[src/rtl/psg_access_scheduler_if.sv]
// Requester handshakes plus PSG bus-control pins shared by the access scheduler.
// master = requesters and PSG side; slave = the scheduler.
interface psg_access_scheduler_if;
    logic       req0_valid;
    logic       req0_write;
    logic [3:0] req0_addr;
    logic [7:0] req0_data;
    logic       req0_ready;
    logic [7:0] req0_rdata;
    logic       req1_valid;
    logic [3:0] req1_addr;
    logic [7:0] req1_data;
    logic       req1_ready;
    logic       psg_bc;
    logic       psg_bdir;
    logic [7:0] psg_dout;
    logic [7:0] psg_din;
    logic       busy;

    modport master (
        output req0_valid, req0_write, req0_addr, req0_data,
        output req1_valid, req1_addr, req1_data,
        output psg_din,
        input  req0_ready, req0_rdata, req1_ready,
        input  psg_bc, psg_bdir, psg_dout, busy
    );

    modport slave (
        input  req0_valid, req0_write, req0_addr, req0_data,
        input  req1_valid, req1_addr, req1_data,
        input  psg_din,
        output req0_ready, req0_rdata, req1_ready,
        output psg_bc, psg_bdir, psg_dout, busy
    );
endinterface

[src/rtl/psg_access_scheduler.sv]
// Arbitrates two PSG register requesters into BC/BDIR strobe sequences, skipping a re-latch of the cached address.
// Ready after 2*STROBE+GAP+1 cycles (STROBE+1 when cached); requests stall while busy, one idle cycle between accesses.
module psg_access_scheduler #(
    parameter int STROBE_CYCLES  = 2,
    parameter int GAP_CYCLES     = 1,
    parameter bit PORT0_PRIORITY = 1'b0
) (
    input logic                   clk,
    input logic                   reset,
    psg_access_scheduler_if.slave bus
);
    typedef enum logic [2:0] {IDLE, ADDR, GAP, WDATA, RDATA, DONE} state_t;

    localparam int CW = 16;
    localparam logic [CW-1:0] STROBE_LAST = CW'(STROBE_CYCLES - 1);
    localparam logic [CW-1:0] GAP_LAST    = CW'(GAP_CYCLES - 1);

    state_t        state, state_nxt;
    logic [CW-1:0] cnt, cnt_nxt;
    logic [3:0]    addr, addr_nxt;
    logic [7:0]    data, data_nxt;
    logic          write, write_nxt;
    logic          gnt, gnt_nxt;
    logic          last_gnt, last_gnt_nxt;
    logic [3:0]    last_addr, last_addr_nxt;
    logic          last_valid, last_valid_nxt;
    logic          pick1;
    logic          bc, bc_nxt;
    logic          bdir, bdir_nxt;
    logic [7:0]    dout, dout_nxt;
    logic          ready0, ready0_nxt;
    logic          ready1, ready1_nxt;
    logic [7:0]    rdata, rdata_nxt;
    logic          busy, busy_nxt;

    always_ff @(posedge clk) begin
        if (reset) begin
            state      <= IDLE;
            cnt        <= '0;
            addr       <= '0;
            data       <= '0;
            write      <= 1'b0;
            gnt        <= 1'b0;
            last_gnt   <= 1'b1;
            last_addr  <= '0;
            last_valid <= 1'b0;
            bc         <= 1'b0;
            bdir       <= 1'b0;
            dout       <= '0;
            ready0     <= 1'b0;
            ready1     <= 1'b0;
            rdata      <= '0;
            busy       <= 1'b0;
        end else begin
            state      <= state_nxt;
            cnt        <= cnt_nxt;
            addr       <= addr_nxt;
            data       <= data_nxt;
            write      <= write_nxt;
            gnt        <= gnt_nxt;
            last_gnt   <= last_gnt_nxt;
            last_addr  <= last_addr_nxt;
            last_valid <= last_valid_nxt;
            bc         <= bc_nxt;
            bdir       <= bdir_nxt;
            dout       <= dout_nxt;
            ready0     <= ready0_nxt;
            ready1     <= ready1_nxt;
            rdata      <= rdata_nxt;
            busy       <= busy_nxt;
        end
    end

    always_comb begin
        state_nxt      = state;
        cnt_nxt        = cnt + 1'b1;
        addr_nxt       = addr;
        data_nxt       = data;
        write_nxt      = write;
        gnt_nxt        = gnt;
        last_gnt_nxt   = last_gnt;
        last_addr_nxt  = last_addr;
        last_valid_nxt = last_valid;
        rdata_nxt      = rdata;
        pick1          = 1'b0;

        unique case (state)
            IDLE: begin
                cnt_nxt = '0;
                if (bus.req0_valid || bus.req1_valid) begin
                    // Port 1 wins when alone, or on a round-robin tie after port 0 was served last
                    pick1 = bus.req1_valid &&
                            (!bus.req0_valid || (!PORT0_PRIORITY && !last_gnt));
                    gnt_nxt      = pick1;
                    last_gnt_nxt = pick1;
                    addr_nxt     = pick1 ? bus.req1_addr : bus.req0_addr;
                    data_nxt     = pick1 ? bus.req1_data : bus.req0_data;
                    write_nxt    = pick1 ? 1'b1 : bus.req0_write;
                    if (last_valid && (last_addr == addr_nxt))
                        state_nxt = write_nxt ? WDATA : RDATA;
                    else
                        state_nxt = ADDR;
                end
            end
            ADDR: begin
                if (cnt == STROBE_LAST) begin
                    state_nxt      = GAP;
                    cnt_nxt        = '0;
                    last_addr_nxt  = addr;
                    last_valid_nxt = 1'b1;
                end
            end
            GAP: begin
                if (cnt == GAP_LAST) begin
                    state_nxt = write ? WDATA : RDATA;
                    cnt_nxt   = '0;
                end
            end
            WDATA: begin
                if (cnt == STROBE_LAST) begin
                    state_nxt = DONE;
                    cnt_nxt   = '0;
                end
            end
            RDATA: begin
                if (cnt == STROBE_LAST) begin
                    state_nxt = DONE;
                    cnt_nxt   = '0;
                    rdata_nxt = bus.psg_din;
                end
            end
            DONE: begin
                state_nxt = IDLE;
                cnt_nxt   = '0;
            end
            default: begin
                state_nxt = IDLE;
                cnt_nxt   = '0;
            end
        endcase

        // Outputs are registered as a function of the state being entered
        bc_nxt   = (state_nxt == ADDR) || (state_nxt == RDATA);
        bdir_nxt = (state_nxt == ADDR) || (state_nxt == WDATA);
        dout_nxt = dout;
        if (state_nxt == ADDR)
            dout_nxt = {4'h0, addr_nxt};
        else if (state_nxt == WDATA)
            dout_nxt = data_nxt;
        ready0_nxt = (state_nxt == DONE) && !gnt_nxt;
        ready1_nxt = (state_nxt == DONE) && gnt_nxt;
        busy_nxt   = (state_nxt != IDLE);
    end

    assign bus.psg_bc     = bc;
    assign bus.psg_bdir   = bdir;
    assign bus.psg_dout   = dout;
    assign bus.req0_ready = ready0;
    assign bus.req1_ready = ready1;
    assign bus.req0_rdata = rdata;
    assign bus.busy       = busy;
endmodule

[src/flat_wrapper.sv]
// flat-port wrapper written by rule: the top's interface ports become plain ports
module psg_access_scheduler_flat 
#(
    parameter int STROBE_CYCLES  = 2,
    parameter int GAP_CYCLES     = 1,
    parameter bit PORT0_PRIORITY = 1'b0
)
  (clk, reset, bus_req0_valid, bus_req0_write, bus_req0_addr, bus_req0_data, bus_req1_valid, bus_req1_addr, bus_req1_data, bus_psg_din, bus_req0_ready, bus_req0_rdata, bus_req1_ready, bus_psg_bc, bus_psg_bdir, bus_psg_dout, bus_busy);
  psg_access_scheduler_if bus_i ();
  input logic clk;
  input logic reset;
  input wire logic [$bits(bus_i.req0_valid)-1:0] bus_req0_valid;
  input wire logic [$bits(bus_i.req0_write)-1:0] bus_req0_write;
  input wire logic [$bits(bus_i.req0_addr)-1:0] bus_req0_addr;
  input wire logic [$bits(bus_i.req0_data)-1:0] bus_req0_data;
  input wire logic [$bits(bus_i.req1_valid)-1:0] bus_req1_valid;
  input wire logic [$bits(bus_i.req1_addr)-1:0] bus_req1_addr;
  input wire logic [$bits(bus_i.req1_data)-1:0] bus_req1_data;
  input wire logic [$bits(bus_i.psg_din)-1:0] bus_psg_din;
  output wire logic [$bits(bus_i.req0_ready)-1:0] bus_req0_ready;
  output wire logic [$bits(bus_i.req0_rdata)-1:0] bus_req0_rdata;
  output wire logic [$bits(bus_i.req1_ready)-1:0] bus_req1_ready;
  output wire logic [$bits(bus_i.psg_bc)-1:0] bus_psg_bc;
  output wire logic [$bits(bus_i.psg_bdir)-1:0] bus_psg_bdir;
  output wire logic [$bits(bus_i.psg_dout)-1:0] bus_psg_dout;
  output wire logic [$bits(bus_i.busy)-1:0] bus_busy;
  assign bus_i.req0_valid = bus_req0_valid;
  assign bus_i.req0_write = bus_req0_write;
  assign bus_i.req0_addr = bus_req0_addr;
  assign bus_i.req0_data = bus_req0_data;
  assign bus_i.req1_valid = bus_req1_valid;
  assign bus_i.req1_addr = bus_req1_addr;
  assign bus_i.req1_data = bus_req1_data;
  assign bus_i.psg_din = bus_psg_din;
  assign bus_req0_ready = bus_i.req0_ready;
  assign bus_req0_rdata = bus_i.req0_rdata;
  assign bus_req1_ready = bus_i.req1_ready;
  assign bus_psg_bc = bus_i.psg_bc;
  assign bus_psg_bdir = bus_i.psg_bdir;
  assign bus_psg_dout = bus_i.psg_dout;
  assign bus_busy = bus_i.busy;
  psg_access_scheduler #(.STROBE_CYCLES(STROBE_CYCLES), .GAP_CYCLES(GAP_CYCLES), .PORT0_PRIORITY(PORT0_PRIORITY)) u_core (.clk(clk), .reset(reset), .bus(bus_i));
endmodule
[config.mk]
export PLATFORM = sky130hd
export DESIGN_NAME = psg_access_scheduler_flat
export DESIGN_NICKNAME = d
export VERILOG_FILES = /design/src/rtl/psg_access_scheduler_if.sv /design/src/rtl/psg_access_scheduler.sv /design/src/flat_wrapper.sv
export SDC_FILE = /design/constraint.sdc
export NUM_CORES = 1
export LEC_CHECK = 0
export CAP_MARGIN = 40
export CORE_MARGIN = 2
export CORE_UTILIZATION = 30
export CTS_CLUSTER_SIZE = 8
export DETAILED_ROUTE_END_ITERATION = 8
export PLACE_DENSITY = 0.51
export SLEW_MARGIN = 30
export SYNTH_ARGS = -nofsm -noshare
export SYNTH_HDL_FRONTEND = slang
export SYNTH_SLANG_ARGS = --single-unit
[constraint.sdc]
create_clock -name clk -period 4.6 [get_ports clk]
set_input_delay 0.92 -clock clk [delete_from_list [all_inputs] [get_ports clk]]
set_output_delay 0.92 -clock clk [all_outputs]
set_load 0.01 [all_outputs]
==> flow_metrics.tcl, run 1 <==
set metrics [dict create \
    status "completed" \
    firstDrtPassIters 4 \
    ys_ff_latch 60 \
    grtUsageMet2_pct 18.7 \
    worstPathMaxFanout 10 \
    ys_top_cells_by_area "dfxtp_1 45%, mux2i_1 13%, nor2_1 8.1%, a211oi_1 3.4%, nand2b_1 2.8%" \
    holdWs_ns 0.474 \
    cp.arrival_ns 3.63 \
    path_depth 9 \
    r2r-end "u_core.bus.psg_dout[0]" \
    mostFrequentLayoutCells "60 x dfxtp_1, 57 x nor2_1, 57 x clkdlybuf4s50_1" \
    switchingPower_uw 364 \
    post_drt_wl_per_cell_um 13.4 \
    ir_drop_uv 141 \
    synth_nets 324 \
    slowest_stage "a2111oi_4" \
    vias 2135 \
    track_usage_pct 13.3 \
    cts_max_level 3 \
    worst_setup_path_end_kind "flip-flop" \
    path_clk_slew_ns 0.07 \
    final_common_cell "dfxtp_1" \
    p_sw_share_pct 26.7 \
    ios 58 \
    cp-endpoint "u_core.bus.psg_dout[0]" \
    post_dp_cell_area_um2 3350 \
    reg2reg_from "u_core.last_gnt" \
    critPathLaunch "bus_req1_valid" \
    clk_path_buf_depth 2 \
    synth_cell_types 40 \
    mappedNetlistArea_um2 2640 \
    syn_area_per_cell_um2 9.31 \
    grt_max_degree 43 \
    antenna_found_initial 0 \
    numCtsBuffers 9 \
    rsz0062_at_grt "no" \
    syn_inst 284 \
    worstMarginPinSlew_ns 0.658 \
    rows 34 \
    slowest_delay_ns 0.59 \
    path_cells "clkdlybuf4s50_1, a21boi_4, buf_4, mux2i_1, o22a_1, o2111ai_2, a2111oi_4, nor2_4, mux2i_1" \
    core_area_um2 8640 \
    cts_tree "done" \
    maxSlewHeadroom_pct 55.9 \
    wl_mm 6.13 \
    drcViolationCount 0 \
    hold_viol_final 0 \
    num_antenna_cells 0 \
    cp.buffers_inverters 2 \
    reg2regPathDepth 8 \
    yosys_warnings 0 \
    areaGrowthSynthToFinish_pct 35.1 \
    cts_setup_buffers 0 \
    internal_power_uw 1000 \
    stdcell_area_um2 3570 \
    slew_violations 0 \
    ctsHoldBuffers 0 \
    use_met1_pct 19.1 \
    startpoint_type "input port" \
    grt_pass1_vias 2124 \
    pwr-share-comb_pct 18.4 \
    dp_hpwl_mm 4.30 \
    die_w_um 97.9 \
    fin_skew_ns 0.0167 \
    start_util_pct 30.6 \
    r2r_setup_slack_ns 2.00 \
    power_frac_seq_pct 42.8 \
    die_area_um2 9580 \
    netlist.top_cell.by_area "dfxtp_1" \
    grt.overflow.total 0 \
    busiest_layer "met1" \
    tns_ns 0 \
    clk_latency_ns 0.34 \
    clock-sinks 60 \
    cts.root.buffer_cell "clkbuf_8" \
    final_net_count 385 \
    fin_crit_ns 3.42 \
    final-setup-viol-count 0 \
    period_share_pct 74.2 \
    hold_class "reg2reg" \
    finalWeightedCongestion 0.767 \
    die_height_um 97.9 \
    ant_nets 0 \
    path_delay_family "compound AO/OA/AOI/OAI gates" \
    crit_top_cell "mux2i_1" \
    use_met3_pct 3.15 \
    io_buffers 57 \
    critPathKind "in2reg" \
    fmax_mhz 293 \
    drtIter0Drc 100 \
    vias_per_cell 4.66 \
    layout-drive-gt1-share_pct 8.57 \
    drv_cap 0 \
    power_density_nw_per_um2 382 \
    p_leak_nw 1.30 \
    setup_ws_ns 1.18 \
    synth_seq_area_share_pct 45.4 \
    synth_top_area_share_pct 45.4 \
    grt_pass1_wl_mm 10.2 \
    cp.required_ns 4.82 \
    pre_cts_ws_ns 0.826 \
    cts_resized 0 \
    pwr-share-clk_pct 38.9 \
]
[cell usage after synthesis, drive strengths merged]
library cell / number
and3: 6
o2111ai: 2
a21oi: 4
o221ai: 1
o22a: 1
o41ai: 2
o22ai: 1
o21ai: 6
a22oi: 2
o2bb2ai: 1
a211oi: 12
clkbuf: 9
nand4b: 1
a2111oi: 1
nor4: 3
a21boi: 1
xor2: 8
nand4: 2
or3: 2
nand2: 12
nor3: 6
buf: 2
nand2b: 12
xnor2: 6
o21a: 2
o21bai: 2
nor2b: 3
nor2: 59
nor4b: 1
dfxtp: 60
nand3: 8
inv: 8
ha: 3
mux2i: 35
[power groups by stage]
stage | Sequential, mW | Combinational [mW] | Clock (mW)
5_1_grt | 0.588 | 0.276 | 0.570
4_1_cts | 0.584 | 0.253 | 0.547
3_3_place_gp | 0.595 | 0.249 | 0
3_5_place_dp | 0.594 | 0.252 | 0
6_report | 0.583 | 0.250 | 0.530
2_1_floorplan | 0.597 | 0.143 | 0
[worst min path at each step]
stage                            from                endpoint  slack (ns)  depth (start not counted)
2_1_floorplan           u_core.cnt[0]           u_core.cnt[0]        0.44                          1
3_3_place_gp   u_core.bus.psg_dout[5]  u_core.bus.psg_dout[5]        0.46                          2
3_5_place_dp   u_core.bus.psg_dout[7]  u_core.bus.psg_dout[7]        0.46                          2
4_1_cts        u_core.bus.psg_dout[7]  u_core.bus.psg_dout[7]        0.48                          2
5_1_grt        u_core.bus.psg_dout[7]  u_core.bus.psg_dout[7]        0.49                          2
6_report       u_core.bus.psg_dout[7]  u_core.bus.psg_dout[7]        0.47                          2
[flip-flops by register name, summed over array words and instances (netlist names), 3 cells and up]
name	flops
u_core.cnt	16
u_core.state	3
u_core.data	8
u_core.addr	4
u_core.last_addr	4
u_core.bus.req0_rdata	8
u_core.bus.psg_dout	8
[layer usage]
layer	vias to the layer above	part of all wire, %	wire, um
met1	964	52	3220
li1	1117	-	-
met2	43	40	2480
met3	11	4.9	299
met4	0	2.1	131
met5	-	0	0
[kinds of logic after synthesis]
| family | share of synthesized area [%] |
|---|---|
| multiplexers | 13.3 |
| AND/OR/NAND/NOR | 20.8 |
| AO/OA/AOI/OAI | 11.7 |
| XOR/XNOR | 4.64 |
| adder cells (fa/ha/maj) | 1.42 |
| buffers and inverters | 2.79 |
| flip-flops | 45.4 |
[per-stage QoR]
step                      power (mW)  std cells  util [%]
after floorplan                0.740        284         -
final                           1.36        458      41.4
after CTS                       1.38        458      41.4
after detailed placement       0.846        442      38.7
after global routing            1.43        458      41.4
after global placement         0.844        442      38.7
[worst min-delay path, delay by kind of cell (launching register included)]
kind / cells / cell delay [ns]
simple gates: 1 / 0.06
flops: 1 / 0.32
mux: 1 / 0.05
[layout make-up]
type / instances / area [um^2]
Clock buffer: 10 / 138
Clock inverter: 6 / 87.6
Fill cell: 837 / 5060
Inverter: 8 / 30.0
Multi-Input combinational cell: 205 / 1380
Sequential cell: 60 / 1200
Tap cell: 108 / 135
Timing Repair Buffer: 61 / 601
Power figures use the tool's default switching activity.
==> run 2: changes to the inputs <==
- clock period: 4.6 -> 3.3 ns (I/O delays scaled with it)
==> run 2 against run 1 <==
  * Worst setup slack got worse by 0.80 ns
  * Sequential power up 39%
  * Final cell count rose by 0.66%
  * Hold slack gained 0.0033 ns
  * Register-to-register slack got worse by 1.1 ns
  * Count of clock-buffer cells in the layout did not move
  * Total power up 40%
  * Combinational power is 40% higher
  * Die area did not move
  * Design area is 0.63% higher
  * Sequential share of layout area shrank 0.21 points
  * Non-clock buffer count rose by 3
  * Largest cell class unchanged
  * Highest routed layer unchanged
==> flow_metrics.tcl, run 2 (synthesized netlist as in run 1, its figures left out) <==
set metrics [dict create \
    finalWeightedCongestion 0.828 \
    clk_latency_ns 0.34 \
    hold_viol_final 0 \
    drv_cap 0 \
    fillerInstances 875 \
    tns_ns 0 \
    power_density_nw_per_um2 530 \
    fin_skew_ns 0.0143 \
    slowest_stage "a2111oi_4" \
    final_net_count 388 \
    grt_pass1_vias 2150 \
    layout-drive-gt1-share_pct 9.35 \
    dp.cells 445 \
    cp.arrival_ns 3.13 \
    ant_nets 0 \
    cts.root.buffer_cell "clkbuf_8" \
    regArea_um2 1200 \
    die_area_um2 9580 \
    cts_resized 0 \
    cp.required_ns 3.51 \
    ctsHoldBuffers 0 \
    cts_tree "done" \
    firstDrtPassIters 4 \
    worstMarginPinSlew_ns 0.666 \
    areaGrowthSynthToFinish_pct 35.9 \
    final-setup-viol-count 0 \
    worstPathMaxFanout 8 \
    num_antenna_cells 0 \
    period_share_pct 88.3 \
    final_cells 461 \
    cts_max_level 3 \
    drcViolationCount 0 \
    grt.overflow.total 0 \
    cts_setup_buffers 0 \
    path_delay_family "compound AO/OA/AOI/OAI gates" \
    rsz0062_at_grt "no" \
    vias_per_cell 4.68 \
    fin_crit_ns 2.91 \
    numCtsBuffers 9 \
    fmax_mhz 343 \
    core_area_um2 8640 \
    io_buffers 57 \
    clock-sinks 60 \
    wl_mm 6.06 \
    grt_pass1_wl_mm 10.5 \
    crit_top_cell "mux2i_1" \
    maxSlewHeadroom_pct 55.6 \
    multiInputGateArea_um2 1380 \
    rows 34 \
    status "completed" \
    antenna_found_initial 0 \
    start_util_pct 30.6 \
    largest_reg_flops 16 \
    clk_path_buf_depth 2 \
    drtIter0Drc 81 \
    mostFrequentLayoutCells "60 x dfxtp_1, 57 x nor2_1, 57 x clkdlybuf4s50_1" \
    worst_setup_path_end_kind "flip-flop" \
    critPathKind "in2reg" \
    slew_violations 0 \
    startpoint_type "input port" \
    die_w_um 97.9 \
    track_usage_pct 13.7 \
    largest-register "u_core.cnt" \
    cp.buffers_inverters 1 \
    ios 58 \
    grt_max_degree 43 \
    path_cells "clkdlybuf4s50_1, a21boi_4, mux2i_1, xor2_1, o2111ai_2, a2111oi_4, nor2_4, mux2i_1" \
    final_common_cell "dfxtp_1" \
    vias 2157 \
    post_drt_wl_per_cell_um 13.1 \
    slowest_delay_ns 0.59 \
    die_height_um 97.9 \
    p_leak_nw 1.31 \
    path_clk_slew_ns 0.07 \
    dp_hpwl_mm 4.20 \
    hold_class "reg2reg" \
    ir_drop_uv 195 \
]
-- run 2: power breakdown --
part	switching [mW]	internal [mW]
Combinational	0.180	0.171
Clock	0.296	0.444
Sequential	0.0313	0.781
-- run 2: final timing paths --
| path | start | end | slack, ns | cells after the start |
|---|---|---|---|---|
| min reg2reg | u_core.bus.psg_dout[5] | u_core.bus.psg_dout[5] | 0.48 | 2 |
| max reg2reg | u_core.cnt[12] | u_core.bus.psg_dout[0] | 0.89 | 6 |
| min | u_core.bus.psg_dout[5] | u_core.bus.psg_dout[5] | 0.48 | 2 |
| max | bus_req1_valid | u_core.bus.psg_dout[0] | 0.39 | 8 |
-- run 2: tightest hold or removal path, stage by stage, from the launching register on --
cell	delay, ns
dfxtp_1	0.31
nand2b_1	0.06
mux2i_1	0.06
-- run 2: layer usage --
layer | track usage, % | vias to the layer above | wire length, um
met5 | 0 | - | 0
met3 | 3.22 | 9 | 267
met4 | 7.16 | 0 | 110
met1 | 19.4 | 987 | 3160
met2 | 19.1 | 43 | 2520
li1 | - | 1118 | -
-- run 2: final cells by class --
cell class | count | area share (%)
multi-input combinational | 205 | 38.4
tap | 108 | 3.76
inverter | 8 | 0.836
clock inverter | 6 | 2.44
clock buffer | 10 | 3.83
sequential | 60 | 33.4
timing repair buffer | 64 | 17.3
-- run 2: metrics by stage --
| step | util, % | total power [mW] | hold WS [ns] | cell area (um^2) | worst slack, ns |
|---|---|---|---|---|---|
| finish | 41.6 | 1.90 | 0.477 | 3590 | 0.387 |
| global route | 41.6 | 2.00 | 0.502 | 3590 | 0.214 |
| CTS | 41.6 | 1.93 | 0.483 | 3590 | 0.377 |
| detailed placement | 39.0 | 1.18 | 0.467 | 3370 | 0.0282 |
| global placement | 39.0 | 1.18 | 0.468 | 3360 | 0.119 |
| floorplan | - | 1.03 | 0.445 | 2640 | 0.797 |
==> run 3: changes to the inputs <==
- GPL_ROUTABILITY_DRIVEN: not set -> 0
==> results of run 3 <==
No change in the layout: final DEF, timing and power equal those of run 2.
